===== src/rtl/keypad_pkg.sv =====
// Shared types and constants for the 4x4 matrix keypad scanner.
// Also holds the raw key indices that the key_encoding stage decodes.
package keypad_pkg;

  localparam int unsigned ROW_W = 4;
  localparam int unsigned COL_W = 4;
  localparam int unsigned IDX_W = 2;
  localparam int unsigned KEY_W = 2 * IDX_W;

  typedef enum logic [1:0] {
    SCAN         = 2'd0,
    DEBOUNCE     = 2'd1,
    VALID        = 2'd2,
    WAIT_RELEASE = 2'd3
  } kbd_state_t;

  localparam logic [ROW_W-1:0] ROWS_IDLE = 4'hF;
  localparam logic [COL_W-1:0] COL_RESET = 4'b1110;

  // Raw {row,col} index of each legend; row 3 / column 3 is the "1" corner.
  localparam logic [KEY_W-1:0] KEY_RAW_1    = 4'hF;
  localparam logic [KEY_W-1:0] KEY_RAW_2    = 4'hE;
  localparam logic [KEY_W-1:0] KEY_RAW_3    = 4'hD;
  localparam logic [KEY_W-1:0] KEY_RAW_A    = 4'hC;
  localparam logic [KEY_W-1:0] KEY_RAW_4    = 4'hB;
  localparam logic [KEY_W-1:0] KEY_RAW_5    = 4'hA;
  localparam logic [KEY_W-1:0] KEY_RAW_6    = 4'h9;
  localparam logic [KEY_W-1:0] KEY_RAW_B    = 4'h8;
  localparam logic [KEY_W-1:0] KEY_RAW_7    = 4'h7;
  localparam logic [KEY_W-1:0] KEY_RAW_8    = 4'h6;
  localparam logic [KEY_W-1:0] KEY_RAW_9    = 4'h5;
  localparam logic [KEY_W-1:0] KEY_RAW_C    = 4'h4;
  localparam logic [KEY_W-1:0] KEY_RAW_STAR = 4'h3;
  localparam logic [KEY_W-1:0] KEY_RAW_0    = 4'h2;
  localparam logic [KEY_W-1:0] KEY_RAW_HASH = 4'h1;
  localparam logic [KEY_W-1:0] KEY_RAW_D    = 4'h0;

  // Index of the lowest active (low) row; only meaningful when some row is active.
  function automatic logic [IDX_W-1:0] lowest_row(input logic [ROW_W-1:0] rows);
    logic [IDX_W-1:0] idx;
    idx = '0;
    for (int j = ROW_W - 1; j >= 0; j--) begin
      if (!rows[j]) idx = IDX_W'(j);
    end
    return idx;
  endfunction

  // One-hot active-low drive pattern for a column index.
  function automatic logic [COL_W-1:0] col_drive(input logic [IDX_W-1:0] idx);
    return ~(COL_W'(1) << idx);
  endfunction

endpackage


===== src/rtl/keypad_row_sync.sv =====
// Two-flop synchroniser bringing the asynchronous keypad rows into the clk domain.
// Resets to the idle (all rows high) pattern so no phantom key is seen.
module keypad_row_sync
  import keypad_pkg::*;
(
  input  logic             clk,
  input  logic             rst,
  input  logic [ROW_W-1:0] rows_async,
  output logic [ROW_W-1:0] rows_sync
);

  logic [ROW_W-1:0] meta;

  always_ff @(posedge clk or posedge rst) begin
    if (rst) begin
      meta      <= ROWS_IDLE;
      rows_sync <= ROWS_IDLE;
    end else begin
      meta      <= rows_async;
      rows_sync <= meta;
    end
  end

endmodule


===== src/rtl/keypad_scanner.sv =====
// 4x4 keypad scanner: rotates an active-low column drive, debounces press and release
// on synchronised rows, and strobes the raw {row,col} index of each accepted key.
module keypad_scanner
  import keypad_pkg::*;
#(
  parameter int unsigned SCAN_TICKS      = 50_000,
  parameter int unsigned DEBOUNCE_CYCLES = 200_000
) (
  input  logic             clk_i,
  input  logic             rst_i,
  input  logic             scan_en_i,
  input  logic [ROW_W-1:0] row_i,
  output logic [COL_W-1:0] col_o,
  output logic [KEY_W-1:0] dato_o,
  output logic             data_available_o,
  output logic             key_held_o
);

  localparam int unsigned MAX_CNT = (SCAN_TICKS > DEBOUNCE_CYCLES) ? SCAN_TICKS : DEBOUNCE_CYCLES;
  localparam int unsigned CNT_W   = $clog2(MAX_CNT);
  localparam logic [CNT_W-1:0] SCAN_LAST = CNT_W'(SCAN_TICKS - 1);
  localparam logic [CNT_W-1:0] DEB_LAST  = CNT_W'(DEBOUNCE_CYCLES - 1);

  logic [ROW_W-1:0] rows_s;

  kbd_state_t       state,    state_nx;
  logic [CNT_W-1:0] tick_cnt, tick_nx;
  logic [CNT_W-1:0] stab_cnt, stab_nx;
  logic [IDX_W-1:0] col_idx,  col_idx_nx;
  logic [IDX_W-1:0] cand_row, cand_nx;
  logic [COL_W-1:0] col_nx;
  logic [KEY_W-1:0] dato_nx;
  logic             dav_nx;
  logic             held_nx;
  logic             row_hit;
  logic [IDX_W-1:0] hit_row;

  keypad_row_sync u_row_sync (
    .clk        (clk_i),
    .rst        (rst_i),
    .rows_async (row_i),
    .rows_sync  (rows_s)
  );

  always_ff @(posedge clk_i or posedge rst_i) begin
    if (rst_i) begin
      state            <= SCAN;
      tick_cnt         <= '0;
      stab_cnt         <= '0;
      col_idx          <= '0;
      cand_row         <= '0;
      col_o            <= COL_RESET;
      dato_o           <= '0;
      data_available_o <= 1'b0;
      key_held_o       <= 1'b0;
    end else begin
      state            <= state_nx;
      tick_cnt         <= tick_nx;
      stab_cnt         <= stab_nx;
      col_idx          <= col_idx_nx;
      cand_row         <= cand_nx;
      col_o            <= col_nx;
      dato_o           <= dato_nx;
      data_available_o <= dav_nx;
      key_held_o       <= held_nx;
    end
  end

  // Next-state and output decisions; a low scan_en_i leaves every register unchanged.
  always_comb begin
    state_nx   = state;
    tick_nx    = tick_cnt;
    stab_nx    = stab_cnt;
    col_idx_nx = col_idx;
    cand_nx    = cand_row;
    dato_nx    = dato_o;
    dav_nx     = 1'b0;
    held_nx    = key_held_o;
    row_hit    = (rows_s != ROWS_IDLE);
    hit_row    = lowest_row(rows_s);

    if (scan_en_i) begin
      case (state)
        SCAN: begin
          if (tick_cnt >= SCAN_LAST) begin
            tick_nx = '0;
            if (row_hit) begin
              cand_nx  = hit_row;
              stab_nx  = '0;
              state_nx = DEBOUNCE;
            end else begin
              col_idx_nx = col_idx + IDX_W'(1);
            end
          end else begin
            tick_nx = tick_cnt + CNT_W'(1);
          end
        end

        DEBOUNCE: begin
          if (row_hit && (hit_row == cand_row)) begin
            if (stab_cnt >= DEB_LAST) begin
              state_nx = VALID;
            end else begin
              stab_nx = stab_cnt + CNT_W'(1);
            end
          end else begin
            // Bounce rejected: move on rather than re-testing the same column.
            state_nx   = SCAN;
            tick_nx    = '0;
            stab_nx    = '0;
            col_idx_nx = col_idx + IDX_W'(1);
          end
        end

        VALID: begin
          dato_nx  = {cand_row, col_idx};
          dav_nx   = 1'b1;
          held_nx  = 1'b1;
          stab_nx  = '0;
          state_nx = WAIT_RELEASE;
        end

        WAIT_RELEASE: begin
          if (row_hit) begin
            stab_nx = '0;
          end else if (stab_cnt >= DEB_LAST) begin
            held_nx    = 1'b0;
            state_nx   = SCAN;
            tick_nx    = '0;
            stab_nx    = '0;
            col_idx_nx = col_idx + IDX_W'(1);
          end else begin
            stab_nx = stab_cnt + CNT_W'(1);
          end
        end

        default: begin
          state_nx   = SCAN;
          tick_nx    = '0;
          stab_nx    = '0;
          col_idx_nx = '0;
          cand_nx    = '0;
          dato_nx    = '0;
          held_nx    = 1'b0;
        end
      endcase
    end

    col_nx = col_drive(col_idx_nx);
  end

endmodule


===== config.mk =====
export PLATFORM = sky130hd
export DESIGN_NAME = keypad_scanner
export DESIGN_NICKNAME = d
export VERILOG_FILES = /design/src/rtl/keypad_pkg.sv /design/src/rtl/keypad_row_sync.sv /design/src/rtl/keypad_scanner.sv
export SDC_FILE = /design/constraint.sdc
export NUM_CORES = 1
export LEC_CHECK = 0
export CAP_MARGIN = 20
export CORE_ASPECT_RATIO = 1.4
export CORE_MARGIN = 4
export CORE_UTILIZATION = 31
export CTS_CLUSTER_SIZE = 14
export DETAILED_ROUTE_END_ITERATION = 12
export GPL_TIMING_DRIVEN = 0
export PLACE_DENSITY = 0.58
export REMOVE_ABC_BUFFERS = 1
export SYNTH_ARGS = -nofsm -noshare
export SYNTH_HDL_FRONTEND = slang
export SYNTH_SLANG_ARGS = --single-unit

===== constraint.sdc =====
create_clock -name clk_i -period 3.3 [get_ports clk_i]
set_clock_uncertainty 0.05 [all_clocks]
set_input_delay 0.66 -clock clk_i [delete_from_list [all_inputs] [get_ports clk_i]]
set_output_delay 0.66 -clock clk_i [all_outputs]
set_load 0.1 [all_outputs]

==> flow_metrics.env, run 1 <==
export IMPL_cts_inserted_buffers=9
export IMPL_antenna_found_initial=0
export IMPL_dr_pass1_iters=4
export IMPL_ys_seq_area_share_pct=48.3
export IMPL_status="finished clean"
export IMPL_fin_total_pwr_mw=1.80
export IMPL_core_area_mm2=0.00990
export IMPL_nets=366
export IMPL_post_cts_buffers=0
export IMPL_fmax_ghz=0.338
export IMPL_syn_to_final_growth_pct=20.4
export IMPL_io_pins=17
export IMPL_first_iter_violations=136
export IMPL_whs_path_depth=0
export IMPL_fp_dieH_um=127
export IMPL_slew_limit_headroom_pct=35.0
export IMPL_holdCritPathClass="reg -> reg"
export IMPL_crit_path_start_kind="flip-flop"
export IMPL_synthFlopType="dfrtp_1"
export IMPL_critPathKind="reg -> reg"
export IMPL_min_from="u_row_sync.meta[1]"
export IMPL_layout_common_cells="49 x dfrtp_1, 38 x nor2_1, 33 x nand2_1"
export IMPL_placed_cells=480
export IMPL_cts_hold_buf=0
export IMPL_portBuffers=16
export IMPL_rr_startpoint="stab_cnt[12]"
export IMPL_tightest_slew_ns=0.972
export IMPL_final_common_cell="dfrtp_1"
export IMPL_track_usage_pct=12.5
export IMPL_crit_fanout=15
export IMPL_async_flop_share_pct=100
export IMPL_crit_path_top_delay_cell="or4_4"
export IMPL_seqPwrFrac_pct=42.1
export IMPL_arrival_ns=3.13
export IMPL_crit_required_ns=3.47
export IMPL_syn_area_per_cell_um2=9.26
export IMPL_grt_overflow=0
export IMPL_clk_pin_slew_worst_paths_ns=0.05
export IMPL_cts_path_max_buffers=2
export IMPL_synth_edf_count=0
export IMPL_hold_viol_final=0
export IMPL_dieArea_mm2=0.0118
export IMPL_viasPerCell=5.26
export IMPL_swShare_pct=22.2
export IMPL_cts_sinks=60
export IMPL_p_comb_share_pct=5.4
export IMPL_grt_pass1_vias=2583
export IMPL_cts_tree="built"
export IMPL_min_to="u_row_sync.rows_sync[1]"
export IMPL_clock_latency_ns=0.33
export IMPL_antenna_left=0
export IMPL_min_period_ns=2.96
export IMPL_avgRoutedWirePerCell_um=13.7
export IMPL_r2r_cells=7
export IMPL_clock_root_buffer="clkbuf_16"
export IMPL_fin_cells=497
export IMPL_p_int_mw=1.40
export IMPL_critical_path_cell_chain="or4_4, nor4_1, or3_1, a32oi_2, buf_6, nand2b_2, o41ai_1"
export IMPL_endpoint_kind="flip-flop"
export IMPL_grt_pass1_wl_mm=11.9
export IMPL_power_switching_uw=400
export IMPL_p_leak_nw=1.58
export IMPL_die_w_um=93.1
export IMPL_routed_wl_mm=6.83
export IMPL_fp_row_count=43
export IMPL_fin_crit_sh_pct=89.7
export IMPL_worst_path_largest_cell_delay_ns=0.56
export IMPL_rsz0062_at_grt="false"
export IMPL_rr_endpoint="tick_cnt[10]"
export IMPL_vias=2613
export IMPL_ys_warn_count=0
export IMPL_drcViolationCount=0
export IMPL_grt_max_degree=39
export IMPL_power_density_mw_per_mm2=477
export IMPL_place_gp_congestion=0.781
export IMPL_irDropWorstVdd_mv=0.163
export IMPL_start_util_pct=31.7
export IMPL_drive_gt1_share_pct=12.4
export IMPL_yosysTopAreaCell="dfrtp_1"
export IMPL_drv_cap=0
export IMPL_synth_seq_cells=60
export IMPL_synth_area_top_cells="dfrtp_1 39%, dfstp_2 9.2%, o21ai_0 5.3%"
export IMPL_slew_viol_final=0
export IMPL_n_antenna_cell=0
export IMPL_r2r_slack_ns=0.34
export IMPL_setup_viol=0
export IMPL_htree_num_levels=3
export IMPL_synthDistinctLibCells=54
export IMPL_synth_area_mm2=0.00314
export IMPL_post_dp_hpwl_mm=4.63
export IMPL_yosysTopAreaCellShare_pct=39.1
export IMPL_postSynthCellCount=339
export IMPL_clockPowerShare_pct=52.6
==> state kept, by name (all words and copies together) (netlist names), named ones only <==
name / count
u_row_sync.meta: 4
state: 1
stab_cnt: 18
tick_cnt: 18
col_o: 4
col_idx: 2
u_row_sync.rows_sync: 4
data_available_o: 1
cand_row: 2
key_held_o: 1
dato_o: 4
==> cell usage after synthesis (7+ instances only) <==
cell      number
nand2_1       33
nand2b_1       7
inv_1         14
clkbuf_1       9
dfrtp_1       49
a22o_1        10
nor3_1         8
nand3_1       23
nor2_1        38
dfstp_2       11
nand4_1        9
o21ai_0       33
o31ai_1        7
==> power by group through the flow <==
| stage | clock network, mW | registers [mW] | logic (mW) |
|---|---|---|---|
| 3_5_place_dp | 0 | 0.770 | 0.0982 |
| 2_1_floorplan | 0 | 0.800 | 0.0341 |
| 4_1_cts | 0.974 | 0.758 | 0.0987 |
| 3_3_place_gp | 0 | 0.770 | 0.0935 |
| 6_report | 0.948 | 0.758 | 0.0965 |
| 5_1_grt | 1.01 | 0.759 | 0.105 |
==> metrics by stage <==
stage          setup TNS (ns)  area (µm²)  setup WS (ns)  hold slack [ns]  utilization, %
4_1_cts                     0        3770          0.137            0.305            38.1
3_3_place_gp           -19.68        3410         -0.675            0.296            34.4
2_1_floorplan               0        3080          0.211            0.295               -
3_5_place_dp           -0.432        3460        -0.0748            0.298            34.9
6_report                    0        3780          0.341            0.303            38.2
5_1_grt                     0        3780          0.170            0.309            38.2
==> final cells by class <==
cell class	instances	area (µm²)
Clock buffer	12	256
Clock inverter	4	47.5
Fill cell	1030	6120
Inverter	14	52.6
Multi-Input combinational cell	252	1530
Sequential cell	60	1520
Tap cell	135	169
Timing Repair Buffer	20	210
==> cells by family after synthesis <==
logic type	share of synthesized area, %
and+or+nand+nor	22.9
buffers and inverters	3.59
adders and majority gates	0.797
muxes	1.43
xor gates and xnor gates	0.279
AOI/OAI and AO/OA	22.7
DFF	48.3
==> critical path, delay by kind of cell (launching register included) <==
family	cells	cell delay, ns
simple gates	4	1.60
compound gates	2	0.55
buf+inv	1	0.22
flops	1	0.42
==> worst max-delay path by stage <==
stage | startpoint | slack, ns | depth (start not counted) | end
global route | tick_cnt[12] | 0.17 | 6 | stab_cnt[12]
floorplan | stab_cnt[12] | 0.21 | 6 | stab_cnt[12]
global placement | stab_cnt[12] | -0.68 | 6 | stab_cnt[12]
finish | stab_cnt[12] | 0.34 | 7 | tick_cnt[10]
detailed placement | stab_cnt[12] | -0.07 | 7 | tick_cnt[12]
CTS | stab_cnt[12] | 0.14 | 7 | tick_cnt[11]
==> per-layer routing <==
| layer | track usage (%) | vias to the layer above | wire length, µm |
|---|---|---|---|
| met5 | 0 | - | 0 |
| met4 | 6.38 | 0 | 129 |
| met3 | 3.30 | 12 | 160 |
| met2 | 21.8 | 33 | 3540 |
| met1 | 13.8 | 1271 | 3000 |
| li1 | - | 1297 | - |
==> timing repair <==
action / in CTS / in global routing
resized for setup: 1 / 1
setup endpoints to repair: 12 / 5
gates cloned: 0 / 0
(Power assumes the default switching activity.)
==> inputs of run 2 (changes only) <==
Settings changed: GPL_ROUTABILITY_DRIVEN set to 0, GPL_TIMING_DRIVEN 0 to 1.
==> flow_metrics.env, run 2 (same netlist as run 1, synthesis figures left out) <==
export IMPL_status="finished clean"
export IMPL_clock_latency_ns=0.33
export IMPL_grt_max_degree=24
export IMPL_wl_met2_mm=3.56
export IMPL_clockPowerShare_pct=56.2
export IMPL_cts_sinks=60
export IMPL_fp_dieH_um=127
export IMPL_crit_path_start_kind="flip-flop"
export IMPL_post_dp_hpwl_mm=4.84
export IMPL_crit_fanout=11
export IMPL_final_common_cell="dfrtp_1"
export IMPL_fmax_ghz=0.345
export IMPL_fin_tns_setup_ns=0
export IMPL_power_switching_uw=412
export IMPL_hold_viol_final=0
export IMPL_track_usage_pct=12.7
export IMPL_startpoint="stab_cnt[12]"
export IMPL_setup_viol=0
export IMPL_die_w_um=93.1
export IMPL_p_leak_nw=1.61
export IMPL_n_antenna_cell=0
export IMPL_rr_startpoint="stab_cnt[12]"
export IMPL_cts_path_max_buffers=2
export IMPL_start_util_pct=31.7
export IMPL_drive_gt1_share_pct=15.6
export IMPL_slew_limit_headroom_pct=42.8
export IMPL_p_int_mw=1.53
export IMPL_io_pins=17
export IMPL_clock_root_buffer="clkbuf_16"
export IMPL_vias=2574
export IMPL_p_comb_share_pct=4.9
export IMPL_drv_cap=0
export IMPL_clk_pin_slew_worst_paths_ns=0.05
export IMPL_fin_util_pct=38.3
export IMPL_htree_num_levels=3
export IMPL_antenna_left=0
export IMPL_fin_total_pwr_mw=1.95
export IMPL_fin_area_mm2=0.00379
export IMPL_drt_met1_wl_mm=3.11
export IMPL_power_density_mw_per_mm2=513
export IMPL_endpoint_kind="flip-flop"
export IMPL_fp_row_count=43
export IMPL_min_period_ns=2.90
export IMPL_tightest_slew_ns=0.854
export IMPL_n_fill_cell=1014
export IMPL_arrival_ns=3.12
export IMPL_crit_required_ns=3.52
export IMPL_seqPwrFrac_pct=38.9
export IMPL_slew_viol_final=0
export IMPL_antenna_found_initial=0
export IMPL_post_cts_buffers=0
export IMPL_viasPerCell=5.14
export IMPL_fin_crit_sh_pct=87.9
export IMPL_swShare_pct=21.2
export IMPL_grt_pass1_vias=2557
export IMPL_avgRoutedWirePerCell_um=13.9
export IMPL_first_iter_violations=185
export IMPL_critPathKind="reg -> reg"
export IMPL_layout_common_cells="49 x dfrtp_1, 38 x nor2_1, 33 x o21ai_0, 33 x nand2_1, 23 x nand3_1"
export IMPL_top_regs="stab_cnt x18, tick_cnt x18"
export IMPL_fin_hold_ws_ns=0.304
export IMPL_grt_overflow=0
export IMPL_drcViolationCount=0
export IMPL_cts_tree="built"
export IMPL_cts_hold_buf=0
export IMPL_dieArea_mm2=0.0118
export IMPL_holdCritPathClass="reg -> reg"
export IMPL_routed_wl_mm=6.98
export IMPL_grt_pass1_wl_mm=12.1
export IMPL_cts_inserted_buffers=9
export IMPL_maxUsedRoutingLayer="met4"
export IMPL_min_from="u_row_sync.meta[0]"
export IMPL_met3RoutedLength_um=214
export IMPL_portBuffers=16
export IMPL_rsz0062_at_grt="false"
export IMPL_dr_pass1_iters=4
export IMPL_core_area_mm2=0.00990
export IMPL_r2r_slack_ns=0.40
export IMPL_irDropWorstVdd_mv=0.164
export IMPL_placed_cell_area_mm2=0.00344
export IMPL_syn_to_final_growth_pct=20.8
export IMPL_cts_resized=0
export IMPL_nets=370
run 2: per-stage QoR:
step	setup slack (ns)	cells
after global routing	0.272	501
after detailed placement	0.417	485
after CTS	0.409	501
after global placement	0.461	485
after floorplan	0.211	326
final	0.399	501
run 2: critical path, stage by stage (launching register included):
cell	delay [ns]
dfrtp_1	0.42
or4_4	0.56
o2bb2ai_2	0.13
or3_1	0.44
o21a_4	0.30
nor2_1	0.66
a22o_2	0.28
run 2: area by class of cell:
type / count / area, µm² / share of cell area, %
tap: 135 / 169 / 4.45
sequential: 60 / 1520 / 39.9
multi-input combinational: 252 / 1510 / 39.8
inverter: 14 / 52.6 / 1.39
timing repair buffer: 24 / 195 / 5.15
clock buffer: 10 / 239 / 6.30
clock inverter: 6 / 111 / 2.94
run 2: final timing paths:
path                                                 to  depth (start not counted)
worst max register to register             stab_cnt[12]                          6
worst max-delay path                       stab_cnt[12]                          6
max in group asynchronous            u_row_sync.meta[1]                          3
worst min-delay path            u_row_sync.rows_sync[0]                          0
min in group asynchronous                   tick_cnt[0]                          2
worst min register to register  u_row_sync.rows_sync[0]                          0
run 2: power by group through the flow:
stage,combinational (mW),clock [mW],sequential (mW)
detailed placement,0.0966,0,0.770
finish,0.0946,1.09,0.758
floorplan,0.0341,0,0.800
global placement,0.0959,0,0.770
CTS,0.0968,1.11,0.758
global route,0.103,1.16,0.759
run 2: metal layers:
metal  vias up  track usage [%]
met3         5             3.18
li1       1300                -
met2        36             21.0
met4         0             6.13
met5         -                0
met1      1233             15.4
